`src/rtl/brf_ec_if.sv`:
```
`default_nettype none
// ============================================================================
//  Module      : brf_ec_if
//  Description : Handshake/bus bundle for the brf_ec loop-branch unit.
//                master : controller side, drives enable/running/op/load and
//                         the initial counter values, observes the results.
//                slave  : the brf_ec unit itself.
//  Ports       : enable, running, op, load, lc_in, ec_in   (master -> slave)
//                p, p_enable, taken, lc_out, lc_enable,
//                ec_out, ec_enable, busy, done, err        (slave -> master)
//  Revision    : 1.0 - initial release
// ============================================================================
interface brf_ec_if #(
  parameter int LCWIDTH = 16,
  parameter int ECWIDTH = 4
);
  logic               enable;
  logic               running;
  logic               op;
  logic               load;
  logic [LCWIDTH-1:0] lc_in;
  logic [ECWIDTH-1:0] ec_in;
  logic               p;
  logic               p_enable;
  logic               taken;
  logic [LCWIDTH-1:0] lc_out;
  logic               lc_enable;
  logic [ECWIDTH-1:0] ec_out;
  logic               ec_enable;
  logic               busy;
  logic               done;
  logic               err;

  modport master (
    output enable, running, op, load, lc_in, ec_in,
    input  p, p_enable, taken, lc_out, lc_enable, ec_out, ec_enable,
           busy, done, err
  );

  modport slave (
    input  enable, running, op, load, lc_in, ec_in,
    output p, p_enable, taken, lc_out, lc_enable, ec_out, ec_enable,
           busy, done, err
  );
endinterface
`default_nettype wire

```
`src/rtl/brf_ec.sv`:
```
`default_nettype none
// ============================================================================
//  Module      : brf_ec
//  Description : Modulo-scheduled loop branch unit with loop counter (LC) and
//                epilogue counter (EC). Each accepted branch op decrements LC
//                through the kernel, then EC through the epilogue, producing
//                the stage predicate p and the loop-back decision taken.
//  Ports       : clk   - sole clock, rising edge
//                reset - synchronous active-high reset
//                bus   - brf_ec_if.slave (controls, counter loads, results)
//  Options     : BRF_EC_ERR_CHECK_EN - when defined, err becomes a sticky
//                protocol-error flag (op in IDLE/DONE, load while busy);
//                when undefined err is tied to 0.
//  Revision    : 1.0 - initial release
// ============================================================================
module brf_ec #(
  parameter int LCWIDTH = 16,
  parameter int ECWIDTH = 4
) (
  input  wire logic  clk,
  input  wire logic  reset,
  brf_ec_if.slave    bus
);

  typedef enum logic [1:0] {
    ST_IDLE     = 2'd0,
    ST_KERNEL   = 2'd1,
    ST_EPILOGUE = 2'd2,
    ST_DONE     = 2'd3
  } state_t;

  state_t             r_state, w_state_nxt;
  logic [LCWIDTH-1:0] r_lc, w_lc_nxt;
  logic [ECWIDTH-1:0] r_ec, w_ec_nxt;
  logic               r_p, w_p_nxt;
  logic               r_taken, w_taken_nxt;
  logic               r_p_en, w_p_en_nxt;
  logic               r_lc_en, w_lc_en_nxt;
  logic               r_ec_en, w_ec_en_nxt;
  logic               w_brf_cycle;

  assign w_brf_cycle = bus.op & bus.enable & bus.running;

  // Next-state and next-output logic. Every output is registered, so the
  // values computed here appear one clock after the accepted branch op.
  always_comb begin
    w_state_nxt = r_state;
    w_lc_nxt    = r_lc;
    w_ec_nxt    = r_ec;
    w_p_nxt     = 1'b0;
    w_taken_nxt = 1'b0;
    w_p_en_nxt  = 1'b0;
    w_lc_en_nxt = 1'b0;
    w_ec_en_nxt = 1'b0;

    case (r_state)
      ST_IDLE, ST_DONE: begin
        if (bus.load) begin
          w_lc_nxt    = bus.lc_in;
          w_ec_nxt    = bus.ec_in;
          w_state_nxt = ST_KERNEL;
        end else if (r_state == ST_DONE) begin
          w_state_nxt = ST_IDLE;
        end
      end

      ST_KERNEL: begin
        if (w_brf_cycle) begin
          w_p_en_nxt  = 1'b1;
          w_lc_en_nxt = 1'b1;          // LC is rewritten even when already 0
          if (r_lc != '0) begin
            w_lc_nxt    = r_lc - LCWIDTH'(1);
            w_p_nxt     = 1'b1;
            w_taken_nxt = 1'b1;
          end else begin
            w_ec_en_nxt = 1'b1;
            if (r_ec > ECWIDTH'(1)) begin
              w_ec_nxt    = r_ec - ECWIDTH'(1);
              w_taken_nxt = 1'b1;
              w_state_nxt = ST_EPILOGUE;
            end else begin
              // EC of 0 or 1 means no epilogue stages remain to drain
              w_ec_nxt    = '0;
              w_state_nxt = ST_DONE;
            end
          end
        end
      end

      ST_EPILOGUE: begin
        if (w_brf_cycle) begin
          w_p_en_nxt  = 1'b1;
          w_ec_en_nxt = 1'b1;
          if (r_ec > ECWIDTH'(1)) begin
            w_ec_nxt    = r_ec - ECWIDTH'(1);
            w_taken_nxt = 1'b1;
          end else begin
            w_ec_nxt    = '0;
            w_state_nxt = ST_DONE;
          end
        end
      end

      default: w_state_nxt = ST_IDLE;
    endcase
  end

  always_ff @(posedge clk) begin
    if (reset) begin
      r_state <= ST_IDLE;
      r_lc    <= '0;
      r_ec    <= '0;
      r_p     <= 1'b0;
      r_taken <= 1'b0;
      r_p_en  <= 1'b0;
      r_lc_en <= 1'b0;
      r_ec_en <= 1'b0;
    end else begin
      r_state <= w_state_nxt;
      r_lc    <= w_lc_nxt;
      r_ec    <= w_ec_nxt;
      r_p     <= w_p_nxt;
      r_taken <= w_taken_nxt;
      r_p_en  <= w_p_en_nxt;
      r_lc_en <= w_lc_en_nxt;
      r_ec_en <= w_ec_en_nxt;
    end
  end

  assign bus.p         = r_p;
  assign bus.taken     = r_taken;
  assign bus.p_enable  = r_p_en;
  assign bus.lc_out    = r_lc;
  assign bus.lc_enable = r_lc_en;
  assign bus.ec_out    = r_ec;
  assign bus.ec_enable = r_ec_en;
  assign bus.busy      = (r_state == ST_KERNEL) | (r_state == ST_EPILOGUE);
  assign bus.done      = (r_state == ST_DONE);

`ifdef BRF_EC_ERR_CHECK_EN
  logic r_err;
  logic w_proto_err;

  // A branch op outside a loop, or a load during a loop, is a protocol
  // violation; the event itself is still ignored by the FSM above.
  assign w_proto_err = (((r_state == ST_IDLE) | (r_state == ST_DONE)) & w_brf_cycle)
                     | (((r_state == ST_KERNEL) | (r_state == ST_EPILOGUE)) & bus.load);

  always_ff @(posedge clk) begin
    if (reset) begin
      r_err <= 1'b0;
    end else if (w_proto_err) begin
      r_err <= 1'b1;
    end
  end

  assign bus.err = r_err;
`else
  assign bus.err = 1'b0;
`endif

endmodule
`default_nettype wire

```
`src/flat_wrapper.sv`:
```
// flat-port wrapper written by rule: the top's interface ports become plain ports
module brf_ec_flat 
#(
  parameter int LCWIDTH = 16,
  parameter int ECWIDTH = 4
)
  (clk, reset, bus_enable, bus_running, bus_op, bus_load, bus_lc_in, bus_ec_in, bus_p, bus_p_enable, bus_taken, bus_lc_out, bus_lc_enable, bus_ec_out, bus_ec_enable, bus_busy, bus_done, bus_err);
  brf_ec_if #(.LCWIDTH(LCWIDTH), .ECWIDTH(ECWIDTH)) bus_i ();
  input  wire logic clk;
  input  wire logic reset;
  input wire logic [$bits(bus_i.enable)-1:0] bus_enable;
  input wire logic [$bits(bus_i.running)-1:0] bus_running;
  input wire logic [$bits(bus_i.op)-1:0] bus_op;
  input wire logic [$bits(bus_i.load)-1:0] bus_load;
  input wire logic [$bits(bus_i.lc_in)-1:0] bus_lc_in;
  input wire logic [$bits(bus_i.ec_in)-1:0] bus_ec_in;
  output wire logic [$bits(bus_i.p)-1:0] bus_p;
  output wire logic [$bits(bus_i.p_enable)-1:0] bus_p_enable;
  output wire logic [$bits(bus_i.taken)-1:0] bus_taken;
  output wire logic [$bits(bus_i.lc_out)-1:0] bus_lc_out;
  output wire logic [$bits(bus_i.lc_enable)-1:0] bus_lc_enable;
  output wire logic [$bits(bus_i.ec_out)-1:0] bus_ec_out;
  output wire logic [$bits(bus_i.ec_enable)-1:0] bus_ec_enable;
  output wire logic [$bits(bus_i.busy)-1:0] bus_busy;
  output wire logic [$bits(bus_i.done)-1:0] bus_done;
  output wire logic [$bits(bus_i.err)-1:0] bus_err;
  assign bus_i.enable = bus_enable;
  assign bus_i.running = bus_running;
  assign bus_i.op = bus_op;
  assign bus_i.load = bus_load;
  assign bus_i.lc_in = bus_lc_in;
  assign bus_i.ec_in = bus_ec_in;
  assign bus_p = bus_i.p;
  assign bus_p_enable = bus_i.p_enable;
  assign bus_taken = bus_i.taken;
  assign bus_lc_out = bus_i.lc_out;
  assign bus_lc_enable = bus_i.lc_enable;
  assign bus_ec_out = bus_i.ec_out;
  assign bus_ec_enable = bus_i.ec_enable;
  assign bus_busy = bus_i.busy;
  assign bus_done = bus_i.done;
  assign bus_err = bus_i.err;
  brf_ec #(.LCWIDTH(LCWIDTH), .ECWIDTH(ECWIDTH)) u_core (.clk(clk), .reset(reset), .bus(bus_i));
endmodule
```
`config.mk`:
```
export PLATFORM = sky130hd
export DESIGN_NAME = brf_ec_flat
export DESIGN_NICKNAME = d
export VERILOG_FILES = /design/src/rtl/brf_ec_if.sv /design/src/rtl/brf_ec.sv /design/src/flat_wrapper.sv
export SDC_FILE = /design/constraint.sdc
export NUM_CORES = 1
export LEC_CHECK = 0
export CORE_MARGIN = 5
export CORE_UTILIZATION = 50
export DETAILED_ROUTE_END_ITERATION = 10
export HOLD_SLACK_MARGIN = 0.12
export PLACE_DENSITY = 0.94
export SYNTH_ARGS = -nofsm -noshare
export SYNTH_HDL_FRONTEND = slang
export SYNTH_SLANG_ARGS = --single-unit
```
`constraint.sdc`:
```
create_clock -name clk -period 6.1 [get_ports clk]
set_input_delay 1.22 -clock clk [delete_from_list [all_inputs] [get_ports clk]]
set_output_delay 1.22 -clock clk [all_outputs]
set_load 0.005 [all_outputs]
```
==> flow_metrics.tcl <==
set metrics [dict create \
    status "complete, no violations" \
    leakagePower_uw 0.000825 \
    synthTopCellsByCount "dfxtp_1 (27), a21oi_1 (26), nor2_1 (18), nand2_1 (15), nor3_1 (13)" \
    num_vias 1810 \
    postSynthCellCount 217 \
    drt_iter0_drc 130 \
    syn_area_per_cell_um2 8.03 \
    core_area_um2 3360 \
    final_cells 304 \
    num-nets-final 292 \
    drive_gt1_frac 0.0698 \
    path_class "flip-flop to output pin" \
    synthFlopType "dfxtp_1" \
    fin_util 0.672 \
    antenna_cells 0 \
    cts_made_buffers 3 \
    internal_power_uw 641 \
    path_max_fanout 17 \
    cts_tree "done" \
    p_comb_frac 0.682 \
    viasPerCell 5.95 \
    antenna_found_initial 0 \
    routed-wl-met2_um 2250 \
    period_share 0.524 \
    p_per_area_nw_per_um2 566 \
    maxCapViolCount 0 \
    clock_latency_ps 340 \
    grt_use_total 0.191 \
    clk_pin_slew_ps 160 \
    p_total_uw 1280 \
    synthToLayoutAreaGrowth_pct 29.8 \
    gr-total-overflow 0 \
    rrSetupSlack_ps 3010 \
    grt_pass1_vias 1811 \
    drc 0 \
    layout_setup_ws_ps 2900 \
    synth_top_cell_by_area "dfxtp_1" \
    dieArea_um2 4760 \
    cts_setup_buffers 0 \
    tightestPinTransition_ps 1100 \
    drv_slew 0 \
    ys_warn_count 0 \
    hp-class "flip-flop to flip-flop" \
    fp.dieW_um 69.0 \
    pwr-share-clk 0.066 \
    ctsHoldBuffers 0 \
    cts_resized 0 \
    maxUsedRoutingLayer "met4" \
    syn-cell-area_um2 1740 \
    sw_frac_of_total 0.499 \
    cp_data_arrival_time_ps 1980 \
    synthArstFlopShare 0 \
    hold_viol_final 0 \
    setup_violations 0 \
    peakVddDrop_mv 0.333 \
    routedWlPerCell_um 15.3 \
    period_minus_slack_ps 3200 \
    finalSetupTns_ps 0 \
    final_antenna_net_count 0 \
    synth_most_common_cell "dfxtp_1" \
    die_h_um 69.0 \
    preCtsSetupSlack_ps 2750 \
    num_rows 21 \
    dp_hpwl_um 3320 \
    crit_path_start_kind "flip-flop" \
    initial_core_util 0.518 \
    switching_power_uw 639 \
    fillerInstances 308 \
    synth_area_leaders "dfxtp_1 (31%), a21oi_1 (7.5%), ha_1 (5.0%)" \
    cp-end-kind "output pin" \
    routabilityCongestion 0.878 \
    slew_headroom 0.263 \
    syn_nets 250 \
    dp.cells 300 \
    worst_ep_required_time_ps 4880 \
    ys_seq_elements 27 \
    clk_path_buf_depth 2 \
    yosysUniqueCellTypes 50 \
    cts_max_level 1 \
    io-pin-count 54 \
    io_buffers 52 \
    power_frac_seq 0.252 \
    synth_edf_count 0 \
    synth_top_area_frac 0.310 \
    cts_root_buffer "clkbuf_4" \
    rsz0062_at_grt "no" \
    clock_skew_ps 5.43 \
    fmax_mhz 313 \
    cts_sinks 27 \
    wl_um 4650 \
    m1WireLength_um 1970 \
    met3_wirelength_um 365 \
    grt_first_pass_wirelength_um 7890 \
    first_pass_iters 4 \
    grt_start_max_net_pins 30 \
    ys_seq_area_frac 0.310 \
]
## metrics by stage
step	hold slack (ps)	area [um2]
3_3_place_gp	500	2230
2_1_floorplan	484	1740
3_5_place_dp	517	2230
5_1_grt	567	2260
6_report	534	2260
4_1_cts	538	2260
## cells in the final DEF, fill, tap and decap left out, types with 2 or more instances in the layout
| cell type | n |
|---|---|
| a211o_1 | 2 |
| a211oi_1 | 3 |
| a211oi_2 | 2 |
| a21o_1 | 2 |
| a21oi_1 | 26 |
| a31oi_1 | 3 |
| a32o_1 | 2 |
| and2_1 | 2 |
| clkbuf_4 | 3 |
| clkdlybuf4s50_1 | 52 |
| dfxtp_1 | 27 |
| ha_1 | 7 |
| inv_1 | 9 |
| mux2_2 | 2 |
| mux2i_1 | 3 |
| nand2_1 | 15 |
| nand2b_1 | 4 |
| nand3_1 | 2 |
| nand4_1 | 2 |
| nor2_1 | 18 |
| nor2b_1 | 7 |
| nor3_1 | 13 |
| nor4_1 | 5 |
| o21ai_0 | 6 |
| o21ai_1 | 11 |
| o2bb2ai_1 | 3 |
| o32ai_1 | 2 |
| or3_1 | 3 |
| or4_1 | 2 |
| or4_4 | 2 |
## final timing paths
path | startpoint | endpoint | cells after the start
hold / removal | u_core.bus.lc_out[15] | u_core.bus.lc_out[15] | 2
hold reg to reg | u_core.bus.lc_out[15] | u_core.bus.lc_out[15] | 2
setup / recovery | u_core.r_state[0] | bus_busy | 4
setup reg to reg | u_core.r_state[1] | u_core.bus.lc_out[15] | 7
## routing by layer
layer	global-route usage	vias up
met1	0.233	838
met2	0.334	87
met5	0	-
met3	0.0305	6
met4	0.0759	0
li1	-	879
## cell families (layout without fill, tap and decap cells)
| kind of cell | after synthesis | count (layout) | synth area share |
|---|---|---|---|
| simple gates | 79 | 79 | 0.244 |
| compound gates | 73 | 73 | 0.292 |
| flops | 27 | 27 | 0.310 |
| buf+inv | 25 | 66 | 0.0711 |
| fa+ha+maj | 7 | 7 | 0.0503 |
| mux | 5 | 5 | 0.0302 |
| other cells | 1 | 1 | 0.00215 |
## layout make-up
class,count,area (um2),area share
Multi-Input combinational cell,165,1080,0.476
Sequential cell,27,541,0.239
Timing Repair Buffer,52,520,0.230
Tap cell,46,57.6,0.0255
Inverter,10,37.5,0.0166
Clock buffer,3,22.5,0.00996
Clock inverter,1,5.00,0.00221
## worst max-delay path, cell delays in order (launching register included)
cell	delay (ps)
dfxtp_1	400
inv_1	80
ha_1	620
inv_1	80
clkdlybuf4s50_1	460
## state kept, by name (all words and copies together) (netlist names)
signal                flops
u_core.r_state            2
u_core.bus.lc_out        16
u_core.bus.p_enable       1
u_core.bus.ec_out         4
u_core.bus.ec_enable      1
u_core.bus.p              1
u_core.bus.taken          1
u_core.bus.lc_enable      1
## power groups by stage
stage               clock [uW]  sequential [uW]  combinational [uW]
floorplan                    0              311                 642
finish                    84.1              322                 874
global placement             0              320                 834
detailed placement           0              324                 863
CTS                       82.8              320                 866
global route              88.4              334                 965
Power figures use the tool's default switching activity.
